**config.mk**
```make
export PLATFORM = sky130hd
export DESIGN_NAME = neighbor_sink_scanner
export DESIGN_NICKNAME = d
export VERILOG_FILES = /design/src/rtl/neighbor_sink_scanner.sv
export SDC_FILE = /design/constraint.sdc
export NUM_CORES = 1
export LEC_CHECK = 0
export CAP_MARGIN = 20
export CORE_MARGIN = 10
export CORE_UTILIZATION = 50
export CTS_CLUSTER_SIZE = 40
export DETAILED_ROUTE_END_ITERATION = 10
export PLACE_DENSITY_LB_ADDON = 0.1
export SLEW_MARGIN = 20
export SYNTH_ARGS = -nofsm -noshare
export SYNTH_HDL_FRONTEND = slang
export SYNTH_SLANG_ARGS = --single-unit
export TNS_END_PERCENT = 10
```
**constraint.sdc**
```tcl
create_clock -name clock -period 3.8 [get_ports clock]
set_clock_uncertainty 0.05 [all_clocks]
set_input_delay 0.95 -clock clock [delete_from_list [all_inputs] [get_ports clock]]
set_output_delay 0.95 -clock clock [all_outputs]
set_load 0.005 [all_outputs]
```
**src/rtl/neighbor_sink_scanner.sv**
```systemverilog
// Scans the neighbour table against the known-sink table in shared word memory and
// reports whether any foreign-cluster neighbour is a known sink (early-exit or full count).
module neighbor_sink_scanner #(
  parameter int                    WORD_WIDTH = 16,
  parameter int                    ADDR_WIDTH = 16,
  parameter int                    RD_LATENCY = 1,
  parameter logic [ADDR_WIDTH-1:0] KSC_ADDR   = 16'h688,
  parameter logic [ADDR_WIDTH-1:0] NBC_ADDR   = 16'h68A,
  parameter logic [ADDR_WIDTH-1:0] SINK_BASE  = 16'h8,
  parameter logic [ADDR_WIDTH-1:0] NBR_BASE   = 16'h48,
  parameter logic [ADDR_WIDTH-1:0] CLU_BASE   = 16'hC8,
  parameter logic [ADDR_WIDTH-1:0] FLAG_ADDR  = 16'h2,
  parameter logic [ADDR_WIDTH-1:0] CNT_ADDR   = 16'h4,
  parameter int                    MAX_COUNT  = 64
) (
  input  logic                  clock,
  input  logic                  nrst,
  input  logic                  start,
  input  logic                  mode,
  input  logic [WORD_WIDTH-1:0] my_cluster_id,
  output logic [ADDR_WIDTH-1:0] mem_addr,
  output logic                  mem_rd_en,
  output logic                  mem_wr_en,
  input  logic [WORD_WIDTH-1:0] mem_rdata,
  output logic [WORD_WIDTH-1:0] mem_wdata,
  output logic                  busy,
  output logic                  done,
  output logic                  for_aggregation,
  output logic [WORD_WIDTH-1:0] match_count
);

  localparam int         IDX_W    = $clog2(MAX_COUNT + 1);
  localparam logic [1:0] LAT_LAST = 2'(RD_LATENCY);

  typedef enum logic [3:0] {
    IDLE, RD_KSC, RD_NBC, RD_NBR, RD_CLU, RD_SINK, WR_FLAG, WR_CNT, DONE
  } state_t;

  function automatic logic [IDX_W-1:0] clamp_count(input logic [WORD_WIDTH-1:0] v);
    if (v > WORD_WIDTH'(MAX_COUNT)) return IDX_W'(MAX_COUNT);
    return IDX_W'(v);
  endfunction

  function automatic logic [WORD_WIDTH-1:0] sat_inc(input logic [WORD_WIDTH-1:0] v);
    return (&v) ? v : v + WORD_WIDTH'(1);
  endfunction

  function automatic logic [ADDR_WIDTH-1:0] entry_addr(input logic [ADDR_WIDTH-1:0] base,
                                                        input logic [IDX_W-1:0]      k);
    return base + (ADDR_WIDTH'(k) << 1);
  endfunction

  state_t                state, state_d;
  logic [1:0]            lat, lat_d;
  logic [IDX_W-1:0]      i, i_d, j, j_d;
  logic                  flag, flag_d;
  logic [WORD_WIDTH-1:0] cnt, cnt_d;

  logic                  mode_q;
  logic [WORD_WIDTH-1:0] cluster_q, nbr_id;
  logic [IDX_W-1:0]      ksc, nbc;

  logic                  launch, ld_ksc, ld_nbc, ld_nbr, capture, adv;
  logic [IDX_W-1:0]      i_inc, j_inc;

  always_ff @(posedge clock or negedge nrst) begin
    if (!nrst) begin
      state <= IDLE;
      lat   <= '0;
      i     <= '0;
      j     <= '0;
      flag  <= 1'b0;
      cnt   <= '0;
    end else begin
      state <= state_d;
      lat   <= lat_d;
      i     <= i_d;
      j     <= j_d;
      flag  <= flag_d;
      cnt   <= cnt_d;
    end
  end

  // Table counts, launch parameters and the current neighbour ID need no reset.
  always_ff @(posedge clock) begin
    if (launch) begin
      mode_q    <= mode;
      cluster_q <= my_cluster_id;
    end
    if (ld_ksc) ksc    <= clamp_count(mem_rdata);
    if (ld_nbc) nbc    <= clamp_count(mem_rdata);
    if (ld_nbr) nbr_id <= mem_rdata;
  end

  always_comb begin
    state_d   = state;
    lat_d     = lat;
    i_d       = i;
    j_d       = j;
    flag_d    = flag;
    cnt_d     = cnt;
    launch    = 1'b0;
    ld_ksc    = 1'b0;
    ld_nbc    = 1'b0;
    ld_nbr    = 1'b0;
    adv       = 1'b0;
    mem_addr  = '0;
    mem_rd_en = 1'b0;
    mem_wr_en = 1'b0;
    mem_wdata = '0;
    capture   = (lat == LAT_LAST);
    i_inc     = i + IDX_W'(1);
    j_inc     = j + IDX_W'(1);

    // Every read state strobes in its first cycle and captures RD_LATENCY cycles later.
    if (state inside {RD_KSC, RD_NBC, RD_NBR, RD_CLU, RD_SINK}) begin
      mem_rd_en = (lat == 2'd0);
      lat_d     = capture ? 2'd0 : lat + 2'd1;
    end

    case (state)
      IDLE, DONE: begin
        if (start) begin
          launch  = 1'b1;
          state_d = RD_KSC;
          flag_d  = 1'b0;
          cnt_d   = '0;
          i_d     = '0;
          j_d     = '0;
          lat_d   = '0;
        end
      end
      RD_KSC: begin
        mem_addr = KSC_ADDR;
        if (capture) begin
          ld_ksc  = 1'b1;
          state_d = RD_NBC;
        end
      end
      RD_NBC: begin
        mem_addr = NBC_ADDR;
        if (capture) begin
          ld_nbc  = 1'b1;
          state_d = (ksc == '0 || clamp_count(mem_rdata) == '0) ? WR_FLAG : RD_NBR;
        end
      end
      RD_NBR: begin
        mem_addr = entry_addr(NBR_BASE, i);
        if (capture) begin
          ld_nbr  = 1'b1;
          state_d = RD_CLU;
        end
      end
      RD_CLU: begin
        mem_addr = entry_addr(CLU_BASE, i);
        if (capture) begin
          if (mem_rdata == cluster_q) begin
            adv = 1'b1;
          end else begin
            j_d     = '0;
            state_d = RD_SINK;
          end
        end
      end
      RD_SINK: begin
        mem_addr = entry_addr(SINK_BASE, j);
        if (capture) begin
          if (mem_rdata == nbr_id) begin
            cnt_d  = sat_inc(cnt);
            flag_d = 1'b1;
            if (mode_q) adv = 1'b1;
            else        state_d = WR_FLAG;
          end else if (j_inc == ksc) begin
            adv = 1'b1;
          end else begin
            j_d = j_inc;
          end
        end
      end
      WR_FLAG: begin
        mem_wr_en = 1'b1;
        mem_addr  = FLAG_ADDR;
        mem_wdata = WORD_WIDTH'(flag);
        state_d   = mode_q ? WR_CNT : DONE;
      end
      WR_CNT: begin
        mem_wr_en = 1'b1;
        mem_addr  = CNT_ADDR;
        mem_wdata = cnt;
        state_d   = DONE;
      end
      default: state_d = IDLE;
    endcase

    if (adv) begin
      i_d     = i_inc;
      state_d = (i_inc == nbc) ? WR_FLAG : RD_NBR;
    end
  end

  assign busy            = (state != IDLE) && (state != DONE);
  assign done            = (state == DONE);
  assign for_aggregation = flag;
  assign match_count     = cnt;

endmodule

```
# --- Yosys cells after proc, flatten, opt, wreduce, memory -nomap -nowiden ---
# Index checks and enable logic that the tools add are counted.
totals:
  mem_bits_ro: 0
  mem_count: 0
  latch_bits: 0
  regBits: 84
  word_cells: 134
  mem_bits_rw: 0
  out_inout_bits: 53
  inputBits: 36
op_classes:
  n_reduce_logical: 20
  bitwise: 0
  n_eq_ne: 31
  shift: 0
  multipliers: 0
  n_mux: 64
  addsub: 7
  order_cmp: 1
  n_div: 0
op_table:
  columns: ["operator", "n"]
  rows:
  - ["$mux W7", 14]
  - ["$pmux W11 S7", 1]
  - ["$mux W16", 4]
  - ["$pmux W16 S2", 2]
  - ["$mux W4", 11]
  - ["$eq A16 B16 Y1", 2]
  - ["$pmux W4 S8", 1]
  - ["$ne A3 B3 Y1 const B", 8]
  - ["$mux W1", 22]
  - ["$pmux W7 S3", 1]
  - ["$add A16 B1 Y16 const B", 1]
  - ["$eq A4 B3 Y1 const B", 4]
  - ["$gt A16 B7 Y1 const B", 1]
  - ["$reduce_and A16 Y1", 1]
  - ["$add A7 B1 Y7 const B", 2]
  - ["$eq A7 B7 Y1", 2]
  - ["$logic_not A7 Y1", 2]
  - ["$ne A2 B2 Y1 const B", 7]
  - ["$add A4 B8 Y9 const A", 1]
  - ["$add A7 B8 Y9 const A", 1]
  - ["$add A8 B8 Y9 const A", 1]
  - ["$reduce_and A9 Y1", 1]
  - ["$eq A4 B2 Y1 const B", 2]
  - ["$mux W2", 4]
  - ["other kinds (22)", 27]

# --- Longest topological paths before layout ---
depth:
  ltp_word: 13
  ltp_mapped: 10
  mapped_depth_nobuf: 8

# --- Worst setup path before layout ---
# OpenSTA, ideal clock, no wires.
synth_path:
  path_kind: "input -> register"
  start: "in mem_rdata[9]"
  end: "reg cnt[15], in the netlist match_count[15]"
  setup_time_ns: 0.066
  required_time_ns: 3.684
  stages: 8
  t_arrival_ns: 2.953
  path_buffers: 1
  slack_ns: 0.731
  path_cell_list: "xor2_1 -> nor4_2 -> nand4_1 -> or4_1 -> buf_6 -> a21oi_4 -> or4b_1 -> nand2_1"
synth_between:
  elab_chain_len: 3
synth_rtl:
  columns: ["item", "line_no", "source"]
  rows:
  - ["start, declared", "24", "input logic [WORD_WIDTH-1:0] mem_rdata,"]
  - ["$eq A16 B16 Y1", "168", "if (mem_rdata == nbr_id) begin"]
  - ["$ne A2 B1 Y1 (no source line)", null, null]
  - ["$reduce_and A5 Y1 (no source line)", null, null]
  - ["end signal, assigned", "80", "cnt <= cnt_d;"]
  - ["end, declared", "57", "logic [WORD_WIDTH-1:0] cnt, cnt_d;"]
# Every way passes these cells.
# A chain may end at the register's enable or synchronous reset.

# --- Worst setup path in the final report ---
layout_path:
  start: "reg state[1]"
  end: "out mem_addr[7]"
layout_between:
  elab_chain_len: 2
layout_rtl:
  columns: ["item", "line_no", "source"]
  rows:
  - ["start, declared", "53", "state_t state, state_d;"]
  - ["start signal, assigned", "75", "state <= state_d;"]
  - ["$eq A4 B3 Y1, or another cell as far along", "121", "case (state)"]
  - ["$pmux W11 S7 (*)", "121", null]
  - ["end, declared", "21", "output logic [ADDR_WIDTH-1:0] mem_addr,"]
# Mark *: on every way between the ends. The rest lies on a longest branch, timed or not.

==> results.toml <==
[status]
outcome = "complete, no violations"

[synthesis]
synth.yosys.seq_area_share = 0.487
yosys.cell_count.top_type = "edfxtp_1"
yosys_register_bits = 84
yosys_warnings = 0
synth_async_sr_flop_share = 0.440
synth_edf_count = 47
netlist-cell-type-count = 61
syn_area_mm2 = 0.00480
post-synth-top-area-fraction = 0.294
synth_largest_area_cell = "edfxtp_1"
postSynth.topFlopCell = "edfxtp_1"
synth_common_cells = "edfxtp_1, nand2_1, xnor2_1, dfrtp_1, nor2_1"
syn_inst = 472
synthesis.area_per_instance_um2 = 10.2
synth.area.top_cells = "edfxtp_1, dfrtp_1, xnor2_1"

[clocking]
cts_max_path_buffers = 2
postCtsSetupBuffers = 0
ctsHtreeMaxLevel = 3
clkSinkCount = 84
cts_made_buffers = 9
clkSlewWorstSetupHoldPaths_ns = 0.08
cts_root_buffer = "clkbuf_8"
insertion_delay_ns = 0.37
tritoncts = "done"

[floorplan]
die_x_um = 118
die_y_um = 118
core.rowCount = 35
core-area_mm2 = 0.00928
floorplan.initialDensity = 0.517
full_die_area_mm2 = 0.0139
io_pins = 89

[detailed_routing]
avgRoutedWirePerCell_um = 17.4
detail_route.iter0.violations = 268
drt_pre_antenna_iters = 5
totalWireLength_um = 12000
vias_per_cell = 5.49
postRouteAntennaNets = 0
via_count = 3780
drt_drc_violations_left = 0

[sta]
final_critical_path_setup_slack_ns = 0.170
final-max-slew-violation-count = 0
setup_total_negative_slack_ns = 0
hold_violations = 0
tightest_slew_ns = 0.874
final_min_period_over_clock_period = 0.955
final_period_minus_worst_setup_slack_ns = 3.63
rsz0062_at_grt = "false"
max_clock_freq_ghz = 0.275
worst_slew_margin_rel = 0.417
finalSetupViolations = 0

[setup_path]
timing.critical_path.slowest_cell_delay_ns = 0.65
crit_path_top_delay_cell = "dfrtp_1"
startpoint_type = "flip-flop"
cp-end-kind = "output port"
cp.arrival_ns = 2.63
setup.worst_path.class = "reg2out"
cell_breakdown_of_the_critical_path = "nand2_1 > nor2_1 > a21oi_1 > or2_2 > o221ai_1 > clkdlybuf4s50_1"
critPathMaxFanout = 16
setup.reg_to_reg.worst_slack_ns = 0.54
cp_data_required_time_ns = 2.80

[global_routing]
grt_start_max_net_pins = 38
grt_usage = 0.174
via_count_of_the_first_global_routing_pass = 3943
grt-ovfl-total = 0
grt_pass1_wl_um = 20000
grt_antenna_before_repair = 0

[min_path]
timing.hold.worst.class = "reg2reg"

[final_layout]
multi_input_comb_area_mm2 = 0.00228
n_antenna_cell = 0
area.sequential_mm2 = 0.00234
layout-area-overhead-vs-synth_pct = 23.8
layout-drive-gt1-share = 0.0946
final_nets = 597
fillers = 790

[power]
power.total_uw = 2790
vdd_drop_max_mv = 0.263
total_power_density_per_cell_area_mw_per_mm2 = 469
cellLeakagePower_uw = 0.00218

[place]
port-buffer-count = 82
place_worst_setup_slack_ns = 0.0289
place_congestion = 0.905
detailedPlacementHpwl_um = 9140

[flow_run]
drv_cap = 0
==> stage by stage <==
stage | hold slack [ns] | cell area [um^2] | utilization | instances
final | 0.490 | 5940 | 0.639 | 689
after global routing | 0.508 | 5940 | 0.639 | 689
after CTS | 0.490 | 5930 | 0.639 | 689
after floorplan | 0.441 | 4810 | - | 477
after detailed placement | 0.480 | 5750 | 0.619 | 673
after global placement | 0.464 | 5750 | 0.619 | 673
==> worst max-delay path: cells and delay by family, from the launching register on <==
kind,cells,cell delay [ns]
buf+inv,1,0.55
simple gates,3,0.79
compound gates,2,0.27
flops,1,0.65
==> flip-flops by register name, indices dropped and copies added (netlist names) <==
name	flops
cluster_q	16
match_count	16
nbr_id	16
i	7
j	7
ksc	7
nbc	7
state	4
lat	2
for_aggregation	1
mode_q	1
==> path summary, 6_finish.rpt <==
| check | end | start | cells past startpoint |
|---|---|---|---|
| min reg2reg | lat[1] | lat[0] | 1 |
| max reg2reg | state[2] | j[0] | 8 |
| max in group asynchronous | lat[1] | nrst | 1 |
| min | lat[1] | lat[0] | 1 |
| min in group asynchronous | j[2] | nrst | 1 |
| max | mem_addr[7] | state[1] | 6 |
==> final cells by class <==
| cell class | instances | share of cell area |
|---|---|---|
| clock inverters | 7 | 0.00969 |
| repair buffers | 98 | 0.158 |
| flip-flops and latches | 84 | 0.394 |
| clock buffers | 9 | 0.0209 |
| multi-input cells | 352 | 0.385 |
| well taps | 129 | 0.0272 |
| inverters | 10 | 0.00632 |
==> per-layer routing <==
| layer | vias to the layer above | track usage | part of all wire |
|---|---|---|---|
| li1 | 1840 | - | - |
| met1 | 1821 | 0.212 | 0.43 |
| met2 | 104 | 0.288 | 0.49 |
| met3 | 15 | 0.0489 | 0.061 |
| met4 | 0 | 0.0572 | 0.014 |
| met5 | - | 0 | 0 |
==> layout by cell type (no fill, tap or decap), types with 2 or more instances in the layout <==
cell             count
dfrtp_1             37
a21oi_1             18
clkdlybuf4s50_1     81
xor2_1              26
nor4_2               3
o311ai_0             2
and2_1              21
a211oi_1             5
a21o_2               2
a31oi_1              4
or2_2                4
clkbuf_8             9
a21boi_0             2
nor2_1              33
buf_4               16
nor4_1               6
o21ai_0             25
inv_1                9
nor2b_1              4
or3_1                2
o211ai_1             2
o22ai_1              4
xnor2_1             40
nand3_1             16
edfxtp_1            47
mux2_2               2
mux2i_1              5
nand2_1             46
o221ai_1             2
conb_1               6
o31ai_1              5
or4b_1               2
nand2b_1             7
inv_6                2
a22o_1               2
nand4_1             15
clkinvlp_4           2
nor3_1              12
ha_1                 6
==> report_power, final <==
part / internal, uW / total, uW / switching [uW]
Combinational: 430 / 959 / 528
Clock: 247 / 606 / 360
Sequential: 1100 / 1220 / 119
==> kinds of logic after synthesis <==
| group | synth area share |
|---|---|
| adder cells (fa/ha/maj) | 0.0157 |
| XOR/XNOR | 0.125 |
| AND/OR/NAND/NOR | 0.204 |
| multiplexers | 0.0151 |
| buffers and inverters | 0.0415 |
| AO/OA/AOI/OAI | 0.110 |
| flip-flops | 0.487 |
| other | 0.000782 |
==> repair_timing <==
action,CTS,global route
endpoints found under the setup margin,0,1
gates resized for setup,0,1
hold buffers,0,0
(Power assumes the default switching activity.)
